### src/rtl/fetch_pkg.sv
// Shared types and constants for the instruction fetch stage.
// Imported by fetch_stage and fetch_pc_gen.
package fetch_pkg;

  typedef enum logic [1:0] {
    FETCH = 2'd0,
    HOLD  = 2'd1,
    DRAIN = 2'd2
  } fetch_state_t;

  localparam logic [31:0] NOP_INSTR        = 32'h0000_0013;
  localparam logic [31:0] DEFAULT_RESET_PC = 32'h0000_0000;

endpackage

### src/rtl/fetch_pc_gen.sv
// Program counter register with sequential +4 advance and redirect load.
// Redirect takes priority over advance.
module fetch_pc_gen
  import fetch_pkg::*;
#(
  parameter int ADDRESS_WIDTH = 32,
  parameter logic [ADDRESS_WIDTH-1:0] RESET_PC =
    ADDRESS_WIDTH'(DEFAULT_RESET_PC)
) (
  input  logic                     clk,
  input  logic                     rst,
  input  logic                     advance,
  input  logic                     redirect,
  input  logic [ADDRESS_WIDTH-1:0] redirect_pc,
  output logic [ADDRESS_WIDTH-1:0] pc,
  output logic [ADDRESS_WIDTH-1:0] pc_plus4
);

  logic [ADDRESS_WIDTH-1:0] pc_q;

  assign pc       = pc_q;
  assign pc_plus4 = pc_q + ADDRESS_WIDTH'(4);

  always_ff @(posedge clk or posedge rst) begin
    if (rst) begin
      pc_q <= RESET_PC;
    end else if (redirect) begin
      pc_q <= redirect_pc;
    end else if (advance) begin
      pc_q <= pc_plus4;
    end
  end

endmodule

### src/rtl/fetch_stage.sv
// Fetch stage: drives imem req/ack handshake, buffers one instruction
// for the decode register, handles stalls and redirects.
module fetch_stage
  import fetch_pkg::*;
#(
  parameter int ADDRESS_WIDTH = 32,
  parameter int DATA_WIDTH    = 32,
  parameter logic [ADDRESS_WIDTH-1:0] RESET_PC =
    ADDRESS_WIDTH'(DEFAULT_RESET_PC)
) (
  input  logic                     clk_i,
  input  logic                     rst_i,
  input  logic                     stall_i,
  input  logic                     redirect_i,
  input  logic [ADDRESS_WIDTH-1:0] redirect_pc_i,
  output logic                     imem_req_o,
  output logic [ADDRESS_WIDTH-1:0] imem_addr_o,
  input  logic [DATA_WIDTH-1:0]    imem_rdata_i,
  input  logic                     imem_ack_i,
  output logic [DATA_WIDTH-1:0]    instrF_o,
  output logic [ADDRESS_WIDTH-1:0] pcF_o,
  output logic [ADDRESS_WIDTH-1:0] pc_plus4F_o,
  output logic                     validF_o
);

  localparam logic [DATA_WIDTH-1:0] NOP = DATA_WIDTH'(NOP_INSTR);

  fetch_state_t             state_q;
  logic                     pending_q;
  logic [ADDRESS_WIDTH-1:0] req_addr_q;

  logic                     valid_q;
  logic [DATA_WIDTH-1:0]    instr_q;
  logic [ADDRESS_WIDTH-1:0] pcf_q;
  logic [ADDRESS_WIDTH-1:0] pc4f_q;

  logic [ADDRESS_WIDTH-1:0] pc;
  logic [ADDRESS_WIDTH-1:0] pc_plus4;

  logic req;
  logic done;
  logic accept;
  logic outstanding;
  logic hold_free;
  logic drain_done;

  fetch_pc_gen #(
    .ADDRESS_WIDTH(ADDRESS_WIDTH),
    .RESET_PC     (RESET_PC)
  ) u_pc_gen (
    .clk        (clk_i),
    .rst        (rst_i),
    .advance    (accept),
    .redirect   (redirect_i),
    .redirect_pc(redirect_pc_i),
    .pc         (pc),
    .pc_plus4   (pc_plus4)
  );

  assign req = !rst_i & (pending_q
             | (state_q == FETCH)
             | ((state_q == HOLD) & !stall_i));

  assign imem_req_o  = req;
  assign imem_addr_o = pending_q ? req_addr_q : pc;

  assign done        = req & imem_ack_i;
  assign outstanding = req & !imem_ack_i;
  assign accept      = done & !redirect_i & (state_q != DRAIN);
  assign hold_free   = (state_q == HOLD) & !stall_i;
  assign drain_done  = (state_q == DRAIN) & done;

  // pc_q never moves while a request is pending outside DRAIN,
  // so the buffered PC always matches the returned data.
  always_ff @(posedge clk_i or posedge rst_i) begin
    if (rst_i) begin
      state_q    <= FETCH;
      pending_q  <= 1'b0;
      req_addr_q <= RESET_PC;
      valid_q    <= 1'b0;
      instr_q    <= NOP;
      pcf_q      <= RESET_PC;
      pc4f_q     <= RESET_PC + ADDRESS_WIDTH'(4);
    end else begin
      if (outstanding) begin
        pending_q  <= 1'b1;
        req_addr_q <= imem_addr_o;
      end else if (done) begin
        pending_q  <= 1'b0;
      end

      priority case (1'b1)
        redirect_i: begin
          state_q <= outstanding ? DRAIN : FETCH;
          valid_q <= 1'b0;
          instr_q <= NOP;
        end
        accept: begin
          state_q <= HOLD;
          valid_q <= 1'b1;
          instr_q <= imem_rdata_i;
          pcf_q   <= pc;
          pc4f_q  <= pc_plus4;
        end
        hold_free: begin
          state_q <= FETCH;
          valid_q <= 1'b0;
          instr_q <= NOP;
        end
        drain_done: begin
          state_q <= FETCH;
        end
        default: begin
        end
      endcase
    end
  end

  assign validF_o    = valid_q;
  assign instrF_o    = instr_q;
  assign pcF_o       = pcf_q;
  assign pc_plus4F_o = pc4f_q;

endmodule

### config.mk
export PLATFORM = sky130hd
export DESIGN_NAME = fetch_stage
export DESIGN_NICKNAME = d
export VERILOG_FILES = /design/src/rtl/fetch_pkg.sv /design/src/rtl/fetch_pc_gen.sv /design/src/rtl/fetch_stage.sv
export SDC_FILE = /design/constraint.sdc
export NUM_CORES = 1
export LEC_CHECK = 0
export ABC_AREA = 1
export BUFFER_PORTS_ARGS = -buffer_cell sky130_fd_sc_hd__buf_2
export CAP_MARGIN = 0
export CORE_MARGIN = 2
export CORE_UTILIZATION = 55
export CTS_BUF_LIST = sky130_fd_sc_hd__clkbuf_8
export CTS_CLUSTER_SIZE = 10
export DETAILED_ROUTE_END_ITERATION = 16
export PLACE_DENSITY = 0.83
export SLEW_MARGIN = 20
export SYNTH_ARGS = -nofsm -noshare
export SYNTH_HDL_FRONTEND = slang
export SYNTH_SLANG_ARGS = --single-unit
### constraint.sdc
create_clock -name clk_i -period 6.4 [get_ports clk_i]
set_clock_uncertainty 0.1 [all_clocks]
set_input_delay 0.96 -clock clk_i [delete_from_list [all_inputs] [get_ports clk_i]]
set_output_delay 0.96 -clock clk_i [all_outputs]
set_load 0.02 [all_outputs]
; ---- Yosys cells after proc, flatten, opt, wreduce, memory -nomap -nowiden
; Index checks and enable logic that the tools add are counted.
[op_classes]
eq_ne = 3
bitwise = 10
add_sub_neg = 1
n_reduce_logical = 10
muxes = 16
[op_table]
columns = operator, n
row1 = $mux W32, 6
row2 = $add A32 B3 Y32 const B, 1
row3 = $mux W2, 5
row4 = $and A1 B1 Y1, 7
row5 = $mux W1, 5
row6 = $logic_not A1 Y1, 4
row7 = $reduce_bool A2 Y1, 2
row8 = $reduce_bool A4 Y1, 1
row9 = $reduce_bool A3 Y1, 1
row10 = $eq A2 B1 Y1 const B, 1
row11 = $eq A2 B2 Y1 const B, 1
row12 = $logic_not A2 Y1, 1
row13 = $ne A2 B2 Y1 const B, 1
row14 = $or A1 B1 Y1, 2
row15 = $reduce_and A2 Y1, 1
row16 = $not A1 Y1, 1
[totals]
ff_bits = 164
elab_cells = 48
out_inout_bits = 130

; ---- Longest topological paths before layout
; Gate-level depths: netlist of the first run.
[depth]
depth_word = 10
depth_mapped = 10

; ---- Hierarchy
; Synthesis of the first run repeated with hierarchy kept, for this count alone.
[unflattened]
hier_cells = 963
hier_area_um2 = 7762.4
[by_module_without_submodules]
columns = mod, instances, cells_each, area_per_inst_um2
row1 = fetch_stage, 1, 649, 5514.0
row2 = fetch_pc_gen, 1, 314, 2248.4

; ---- Worst setup path after synthesis of the first run
; Ideal clock, no wire load.
[synth_timing]
path_kind = input to output
startpoint = input rst_i
endpoint = output imem_req_o
slack_ns = 0.235
path_stages = 3
path_buffers = 0
t_required_ns = 5.340
arrival_time_ns = 5.105
cell_sequence = inv_1 -> nand2_1 -> inv_2
[synth_via]
elab_chain_len = 2
[synth_rtl]
columns = item, line
row1 = "start, declared", fetch_stage.sv:12  ; input logic rst_i,
row2 = $logic_not A1 Y1 (no source line), n/a
row3 = $and A1 B1 Y1, fetch_stage.sv:60  ; assign req = !rst_i & (pending_q
row4 = "end, declared", fetch_stage.sv:16  ; output logic imem_req_o,
; No other way between the ends.

; ---- Worst setup path in the final report of the first run
; Ends and elaborated chain as after synthesis.

==> flow_summary_export.csv, run 1 <==
group,metric,value,unit
clocking,cts_buffers,17,
floorplanning,die_y,121,um
detailed_routing,antenna_left,0,
finish,final_layout_size_suffix_gt1_share,22.3,%
logic_synthesis,yosys_register_bits,162,
finish,post-route-util,67.0,%
detailed_routing,drt-wirelength-per-cell,14.9,um
clocking,cts_tree,"built",
power_and_ir_drop,vdd_ir_drop_max,0.141,mV
placement,post-place-cells,1310,
worst_setup_path,cpPeakStageDelay,0.57,ns
power_and_ir_drop,power.density,312,nW/um^2
clocking,cts_resized,0,
floorplanning,die_w,121,um
finish,multi_input_area,3030,um^2
grt,grt_pass1_wl,31300,um
logic_synthesis,yosys_warnings,0,
sta,clock.fmax,0.303,GHz
placement,numPortBuffers,198,
worst_setup_path,cp-end-kind,"output pin",
worst_setup_path,path_cells,"buf_2 -> inv_6 -> nand2_1 -> inv_2 -> buf_2",
worst_setup_path,startpoint_type,"input port",
floorplanning,dieArea,14700,um^2
sta,setup_slack,3.10,ns
finish,final_common_cell,"nand2_1",
clocking,cts_buffer_depth,2,
detailed_routing,drc_errors,0,
worst_setup_path,cpMostUsedCell,"buf_2",
worst_setup_path,worstPathArrival,2.24,ns
logic_synthesis,yosysTopAreaCellShare,52.2,%
sta,slew_headroom,36.7,%
sta,tns,0,ns
finish,final_cells,1340,
finish,nFillCells,1153,
floorplanning,row_count,42,
grt,grt_max_degree,95,
clocking,postCtsSetupBuffers,0,
sta,period_share,51.5,%
logic_synthesis,synthCells,977,
floorplanning,initial_core_util,56.7,%
grt,grt_pass1_vias,6307,
finish,mostFrequentLayoutCells,"nand2_1, buf_2, dfrtp_1, nand3_1, o21ai_0",
clocking,cts_max_level,4,
run_status,run_status,"finished, final reports clean",
clocking,clock-sinks,162,
detailed_routing,wirelength,19900,um
logic_synthesis,synthesis.area,7570,um^2
clocking,insertion_delay,0.46,ns
sta,post-route-min-period,3.30,ns
detailed_routing,viasPerCell,5.11,
finish,antenna_cells,0,
finish,nNetsFinal,1223,
detailed_routing,first_pass_iters,5,
clocking,root_buffer,"clkbuf_8",
placement,dp_hpwl,14200,um
placement,routabilityCongestion,0.876,
logic_synthesis,synth.avg_cell_area,7.75,um^2
sta,hold_viol,0,
worst_setup_path,critical_path_class,"in -> out",
sta,finalSetupViolCount,0,
logic_synthesis,syn_nets,1047,
clocking,ctsHoldBuffers,0,
clocking,clk_pin_slew,0.08,ns
worst_setup_path,cp_slowest_cell,"inv_6",
sta,tightest_slew,0.949,ns
floorplanning,ioPinCount,199,
grt,grt_antenna_before_repair,0,
finish,regArea,4060,um^2
grt,grt_overflow,0,
placement,pre_cts_slack,2.75,ns
floorplanning,coreArea,13300,um^2
sta,slew_viol_final,0,
logic_synthesis,yosys.area.top_type,"dfrtp_1",
logic_synthesis,synth_cell_type_count,24,
worst_hold_path,min_path_type,"reg -> reg",
power_and_ir_drop,p_leak,5.06,nW
detailed_routing,dr_total_vias,6854,
detailed_routing,dr.first_iter.drc_count,551,
finish,syn2layout_area_growth,18.2,%
logic_synthesis,ys_seq_area_share,53.6,%
worst_setup_path,path_max_fanout,94,
grt,grt_use_total,27.6,%
run,drv_cap,0,
sta,holdWs,0.367,ns
logic_synthesis,synth_area_leaders,"dfrtp_1, nand2_1, nand3_1",
sta,rsz0062_at_grt,"no",
worst_setup_path,crit_required,5.34,ns
[synth_stat cells]
| library cell | n |
|---|---|
| clkbuf_1 | 13 |
| nand2_1 | 451 |
| dfrtp_1 | 158 |
| nand2_2 | 5 |
| a21oi_1 | 1 |
| nor2_1 | 42 |
| nor2_4 | 5 |
| nand4_4 | 1 |
| ha_1 | 1 |
| buf_6 | 2 |
| nand4_1 | 5 |
| clkinv_1 | 1 |
| inv_1 | 59 |
| buf_2 | 22 |
| nand3_1 | 104 |
| o21ai_0 | 72 |
| and2_1 | 2 |
| nor2_2 | 8 |
| buf_1 | 2 |
| buf_4 | 8 |
| inv_2 | 3 |
| dfstp_2 | 4 |
| xor2_1 | 7 |
| nand2_4 | 1 |
[cell type report]
type	instances	share of cell area (%)
inverter	63	2.70
clock buffer	21	3.23
multi-input combinational	705	33.9
tap	176	2.46
sequential	162	45.4
clock inverter	9	0.769
timing repair buffer	204	11.6
[flip-flops by register name, summed over array words and instances, names as in the netlist]
| signal | cells |
|---|---|
| pc_plus4F_o | 30 |
| u_pc_gen.pc | 32 |
| pcF_o | 32 |
| pending_q | 1 |
| req_addr_q | 32 |
| state_q | 2 |
| validF_o | 1 |
| instrF_o | 32 |
[cells by family (layout without fill, tap and decap cells)]
group / Yosys count / after routing / share of synthesized area (%)
compound gates: 73 / 73 / 4.83
simple gates: 624 / 624 / 34.2
fa+ha+maj: 1 / 1 / 0.165
xor+xnor: 7 / 7 / 0.810
flops: 162 / 162 / 53.6
buf+inv: 110 / 297 / 6.41
[metal layers]
metal,track usage (%),share of wire [%],vias up
met1,37.2,44,3168
met5,0,0,-
met4,9.91,2.2,0
li1,-,-,3403
met3,5.31,6.6,32
met2,44.7,47,251
[final timing paths]
path / startpoint / depth (start not counted) / to / slack, ns
max reg2reg: pending_q / 8 / pcF_o[15] / 3.34
min reg2reg: pc_plus4F_o[2] / 2 / pc_plus4F_o[2] / 0.37
min: pc_plus4F_o[2] / 2 / pc_plus4F_o[2] / 0.37
min in group asynchronous: rst_i / 2 / req_addr_q[25] / 0.57
max in group asynchronous: rst_i / 3 / u_pc_gen.pc[15] / 4.24
max: rst_i / 5 / imem_req_o / 3.10
[through the flow]
stage	total power, W	area, um^2
4_1_cts	0.00280	8950
6_report	0.00279	8950
2_1_floorplan	0.00184	7570
3_5_place_dp	0.00212	8590
5_1_grt	0.00294	8950
3_3_place_gp	0.00210	8590
[power by group]
group          switching [W]  internal (W)  total, W
logic               0.000514      0.000235  0.000749
clock network       0.000351      0.000337  0.000688
registers           0.000140       0.00121   0.00135
[worst max-delay path, delay by kind of cell]
kind | cells | cell delay, ns
buf+inv | 4 | 1.02
simple gates | 1 | 0.22
Power figures use the tool's default switching activity.
==> inputs of run 2 (changes only) <==
--- a/config.mk
+++ b/config.mk
@@ -9,11 +9,11 @@
 export BUFFER_PORTS_ARGS = -buffer_cell sky130_fd_sc_hd__buf_2
 export CAP_MARGIN = 0
 export CORE_MARGIN = 2
-export CORE_UTILIZATION = 55
+export CORE_UTILIZATION = 50
 export CTS_BUF_LIST = sky130_fd_sc_hd__clkbuf_8
 export CTS_CLUSTER_SIZE = 10
 export DETAILED_ROUTE_END_ITERATION = 16
-export PLACE_DENSITY = 0.83
+export PLACE_DENSITY = 0.79
 export SLEW_MARGIN = 20
 export SYNTH_ARGS = -nofsm -noshare
 export SYNTH_HDL_FRONTEND = slang
==> constraint.sdc (replaced) <==
create_clock -name clk_i -period 2.8 [get_ports clk_i]
set_clock_uncertainty 0.1 [all_clocks]
set_input_delay 0.42 -clock clk_i [delete_from_list [all_inputs] [get_ports clk_i]]
set_output_delay 0.42 -clock clk_i [all_outputs]
set_load 0.02 [all_outputs]
==> flow_summary_export.csv, run 2 (synthesized netlist as in run 1, its figures left out) <==
group,metric,value,unit
run_status,run_status,"finished, final reports clean",
floorplanning,initial_core_util,51.7,%
clocking,cts_resized,0,
finish,nFillCells,1318,
finish,final_area,9090,um^2
worst_setup_path,crit_cells,3,
placement,numPortBuffers,198,
worst_setup_path,rr_worst_depth,8,
sta,slew_headroom,45.1,%
detailed_routing,viasPerCell,5.14,
sta,rsz0062_at_grt,"no",
finish,syn2layout_area_growth,20.1,%
grt,grt_pass1_vias,6622,
finish,final_layout_size_suffix_gt1_share,23.3,%
worst_setup_path,reg2reg_to,"u_pc_gen.pc[3]",
sta,post-route-min-period,2.41,ns
sta,setup_slack,0.391,ns
grt,grt_antenna_before_repair,0,
worst_setup_path,critical_path_class,"reg -> out",
placement,dp_hpwl,14500,um
clocking,cts_buffers,17,
clocking,postCtsSetupBuffers,0,
finish,final_common_cell,"nand2_1",
finish,mostFrequentLayoutCells,"nand2_1, buf_2, dfrtp_1, nand3_1, inv_1",
finish,post-route-util,62.1,%
placement,post-place-cells,1325,
sta,slew_viol_final,0,
clocking,ctsHoldBuffers,0,
power_and_ir_drop,vdd_ir_drop_max,0.416,mV
floorplanning,dieArea,16100,um^2
worst_setup_path,reg2reg_from,"pending_q",
detailed_routing,drc_errors,0,
finish,antenna_cells,0,
detailed_routing,antenna_left,0,
placement,routabilityCongestion,0.897,
placement,pre_cts_slack,0.804,ns
clocking,insertion_delay,0.47,ns
floorplanning,die_w,127,um
power_and_ir_drop,p_leak,5.11,nW
grt,grt-busiest-layer,"met2",
clocking,cts_buffer_depth,2,
sta,period_share,86.0,%
grt,grt_util_met2,40.4,%
worst_setup_path,worstPathArrival,1.89,ns
sta,hold_viol,0,
sta,tightest_slew,0.824,ns
worst_setup_path,path_max_fanout,30,
floorplanning,die_y,127,um
detailed_routing,first_pass_iters,7,
worst_hold_path,hold_path_end,"instrF_o[7]",
clocking,cts_tree,"built",
grt,grt_pass1_wl,33400,um
power_and_ir_drop,power.density,721,nW/um^2
floorplanning,ioPinCount,199,
grt,grt_overflow,0,
grt,use_met1,37.0,%
worst_hold_path,min_path_type,"in -> reg",
worst_setup_path,path_cells,"buf_4 -> o21ai_0 -> buf_2",
sta,finalSetupViolCount,0,
worst_setup_path,cp-end-kind,"output pin",
worst_setup_path,cp_slowest_cell,"dfrtp_2",
clocking,root_buffer,"clkbuf_8",
worst_setup_path,regToRegSetupSlack,0.75,ns
finish,nNetsFinal,1230,
finish,final_cells,1357,
run,drv_cap,0,
floorplanning,row_count,44,
detailed_routing,drt-wirelength-per-cell,15.1,um
detailed_routing,dr_total_vias,6979,
worst_setup_path,crit_required,2.28,ns
grt,grt_max_degree,164,
grt,grt_use_total,26.2,%
worst_hold_path,worstHoldPathCells,3,
worst_hold_path,hp-start,"imem_rdata_i[7]",
worst_setup_path,cpLargestDelayFamily,"flip-flops",
detailed_routing,wirelength,20400,um
worst_setup_path,critPathBufInv,2,
detailed_routing,dr.first_iter.drc_count,690,
grt,grtUsageMet3,7.08,%
worst_setup_path,cpPeakStageDelay,0.58,ns
clocking,cts_max_level,4,
sta,clock.fmax,0.415,GHz
worst_setup_path,startpoint_type,"flop",
clocking,clk_pin_slew,0.09,ns
clocking,clock-sinks,162,
placement,dpl-instance-area,8680,um^2
floorplanning,coreArea,14600,um^2
## run 2: cell count changes in the layout (fill, tap and decap cells not counted)
cell	change
buf_12	+1
inv_1	-1
buf_4	+6
nand3_2	+4
clkinv_4	+2
nand3_1	-4
clkinv_2	-1
o21ai_0	-27
o21ai_1	+27
clkinvlp_4	+2
inv_6	-1
bufinv_16	+1
## run 2: how the worst max path moves through the flow
stage / from / endpoint / slack [ns]
after floorplan: rst_i / u_pc_gen.pc[18] / -1.21
after global placement: pending_q / u_pc_gen.pc[7] / 0.82
after detailed placement: pending_q / u_pc_gen.pc[3] / 0.80
after CTS: pending_q / imem_addr_o[11] / 0.40
after global routing: pending_q / imem_addr_o[12] / 0.29
final: pending_q / imem_addr_o[14] / 0.39
## run 2: worst min-delay path, cell delays in order
cell     delay (ns)
buf_2          0.07
nand2_1        0.04
nand2_1        0.05
## run 2: report_power, final
| part | internal [W] | switching [W] |
|---|---|---|
| sequential | 0.00277 | 0.000299 |
| clock | 0.000877 | 0.000844 |
| combinational | 0.000555 | 0.00120 |
## run 2: area by class of cell
cell class                 instances  area (um^2)  area share [%]
clock buffer                      21          289            3.18
clock inverter                    11          115            1.27
inverter                          63          240            2.64
timing repair buffer             211         1100            12.1
sequential                       162         4060            44.7
multi-input combinational        705         3050            33.6
tap                              184          230            2.53
## run 2: routing by layer
metal	share of wire (%)	routed length [um]
met5	0	0
met1	46	9340
met3	8.3	1690
met2	45	9160
met4	1.2	240
## run 2: stage by stage
| stage | TNS [ns] | hold WS [ns] | total power, W |
|---|---|---|---|
| detailed placement | 0 | 0.354 | 0.00487 |
| global route | 0 | 0.0409 | 0.00692 |
| global placement | 0 | 0.351 | 0.00483 |
| finish | 0 | 0.0468 | 0.00655 |
| floorplan | -179.01 | 0.342 | 0.00423 |
| CTS | 0 | 0.0277 | 0.00659 |
==> inputs of run 3 (changes only) <==
--- a/config.mk
+++ b/config.mk
@@ -14,6 +14,7 @@
 export CTS_CLUSTER_SIZE = 10
 export DETAILED_ROUTE_END_ITERATION = 16
 export PLACE_DENSITY = 0.79
+export REMOVE_ABC_BUFFERS = 1
 export SLEW_MARGIN = 20
 export SYNTH_ARGS = -nofsm -noshare
 export SYNTH_HDL_FRONTEND = slang
==> constraint.sdc (replaced) <==
create_clock -name clk_i -period 2.13 [get_ports clk_i]
set_clock_uncertainty 0.1 [all_clocks]
set_input_delay 0.3195 -clock clk_i [delete_from_list [all_inputs] [get_ports clk_i]]
set_output_delay 0.3195 -clock clk_i [all_outputs]
set_load 0.02 [all_outputs]
==> flow_summary_export.csv, run 3 (synthesized netlist as in run 1, its figures left out) <==
group,metric,value,unit
run_status,run_status,"complete, but fails checks",
run_status,violations,"hold timing",
placement,post-place-cells,1327,
detailed_routing,dr_total_vias,7167,
floorplanning,coreArea,14600,um^2
finish,final_cells,1404,
sta,setup_slack,0.0678,ns
worst_setup_path,critical_path_class,"reg -> out",
power_and_ir_drop,comb_power_share,27.0,%
power_and_ir_drop,power.density,918,nW/um^2
detailed_routing,dr.first_iter.drc_count,440,
finish,nFillCells,1258,
grt,grt_antenna_before_repair,0,
run,drv_cap,0,
worst_hold_path,min_path_type,"in -> async",
detailed_routing,wirelength,20700,um
floorplanning,row_count,44,
clocking,cts_max_level,4,
sta,tightest_slew,0.981,ns
worst_setup_path,path_max_fanout,28,
finish,final_layout_size_suffix_gt1_share,22.0,%
power_and_ir_drop,clkPwrFrac,27.2,%
finish,nNetsFinal,1277,
worst_setup_path,crit_required,1.71,ns
grt,grt_pass1_wl,34100,um
placement,pre_cts_slack,0.310,ns
clocking,root_buffer,"clkbuf_8",
clocking,clk_pin_slew,0.08,ns
floorplanning,die_w,127,um
finish,mostFrequentLayoutCells,"nand2_1, buf_2, dfrtp_1, nand3_1, inv_1",
floorplanning,dieArea,16100,um^2
sta,slew_headroom,34.6,%
sta,clock.fmax,0.485,GHz
floorplanning,ioPinCount,199,
grt,grt_pass1_vias,6921,
floorplanning,die_y,127,um
detailed_routing,viasPerCell,5.10,
placement,dp_hpwl,13900,um
grt,grt_use_total,26.4,%
worst_setup_path,cp-end-kind,"output pin",
sta,slew_viol_final,0,
clocking,cts_tree,"built",
sta,hold_viol,24,
sta,rsz0062_at_grt,"yes",
detailed_routing,drc_errors,0,
detailed_routing,antenna_left,0,
worst_setup_path,startpoint_type,"flop",
sta,holdWs,-0.0867,ns
finish,antenna_cells,0,
clocking,insertion_delay,0.46,ns
sta,post-route-min-period,2.06,ns
clocking,cts_buffer_depth,2,
power_and_ir_drop,p_switching,0.00304,W
grt,grt_overflow,0,
clocking,clock-sinks,162,
worst_setup_path,regToRegSetupSlack,0.30,ns
finish,syn2layout_area_growth,26.4,%
clocking,cts_buffers,17,
detailed_routing,first_pass_iters,6,
placement,numPortBuffers,198,
finish,post-route-util,65.3,%
finish,final_area,9570,um^2
power_and_ir_drop,intPower,0.00574,W
sta,finalSetupViolCount,0,
detailed_routing,drt-wirelength-per-cell,14.8,um
power_and_ir_drop,p_leak,5.35,nW
sta,period_share,96.8,%
power_and_ir_drop,vdd_ir_drop_max,0.376,mV
floorplanning,initial_core_util,51.7,%
power_and_ir_drop,switching_share,34.7,%
finish,final_common_cell,"nand2_1",
worst_setup_path,worstPathArrival,1.64,ns
placement,routabilityCongestion,0.866,
power_and_ir_drop,pwr-share-seq,45.8,%
power_and_ir_drop,p_total,0.00878,W
placement,dpl-instance-area,8690,um^2
grt,grt_max_degree,164,
## run 3: cell types whose count changed in the layout (fill, tap and decap cells not counted), moves of 2 or more
cell	previous run	this run
dlygate4sd3_1	0	45
o21ai_0	45	60
o21ai_1	27	12
clkinvlp_4	4	0
nand3_1	100	104
nand3_2	4	0
clkinv_2	0	3
bufinv_16	2	4
clkbuf_8	21	19
clkinv_4	2	0
inv_1	62	64
## run 3: worst paths after layout
check | startpoint | to | depth (start not counted)
max | pending_q | imem_addr_o[19] | 3
min reg2reg | pc_plus4F_o[2] | pc_plus4F_o[2] | 2
min in group clk_i | redirect_pc_i[10] | u_pc_gen.pc[10] | 3
min | rst_i | state_q[1] | 3
max reg2reg | state_q[0] | pcF_o[28] | 9
max in group asynchronous | rst_i | pending_q | 3
## run 3: metrics by stage
step                      setup TNS [ns]  hold slack [ns]
after floorplan                 -1236.74            0.327
after global placement                 0            0.350
after detailed placement               0            0.358
after CTS                              0         0.000269
after global routing            -0.00499          0.00729
final                                  0          -0.0867
## run 3: power by group through the flow
stage,Sequential [W],Combinational (W),Clock [W]
final,0.00402,0.00237,0.00239
after global routing,0.00409,0.00263,0.00257
after CTS,0.00402,0.00238,0.00243
after detailed placement,0.00407,0.00231,0
after global placement,0.00405,0.00225,0
after floorplan,0.00447,0.000983,0
## run 3: area by class of cell
class | count | area, um^2 | share of cell area, %
Timing Repair Buffer | 258 | 1580 | 16.5
Tap cell | 184 | 230 | 2.41
Sequential cell | 162 | 4060 | 42.4
Clock buffer | 19 | 262 | 2.73
Clock inverter | 13 | 158 | 1.65
Inverter | 63 | 241 | 2.52
Multi-Input combinational cell | 705 | 3030 | 31.7
## run 3: per-layer routing
metal | part of all wire [%] | GRT usage [%]
met1 | 44 | 35.0
met2 | 48 | 43.9
met3 | 7.3 | 7.37
met4 | 0.81 | 5.62
met5 | 0 | 0
## run 3: worst max-delay path: stages (launching register included)
cell and delay, ns:
dfrtp_2 0.43, buf_4 0.23, o21ai_0 0.29, buf_2 0.23
## run 3: what timing repair did
item / in CTS / in global routing
setup endpoints to repair: 1 / 14
gates resized for setup: 1 / 12
endpoints found under the hold margin: 45 / 0
gates cloned: 0 / 0
hold buffers: 45 / 0
buffers inserted: 0 / 0
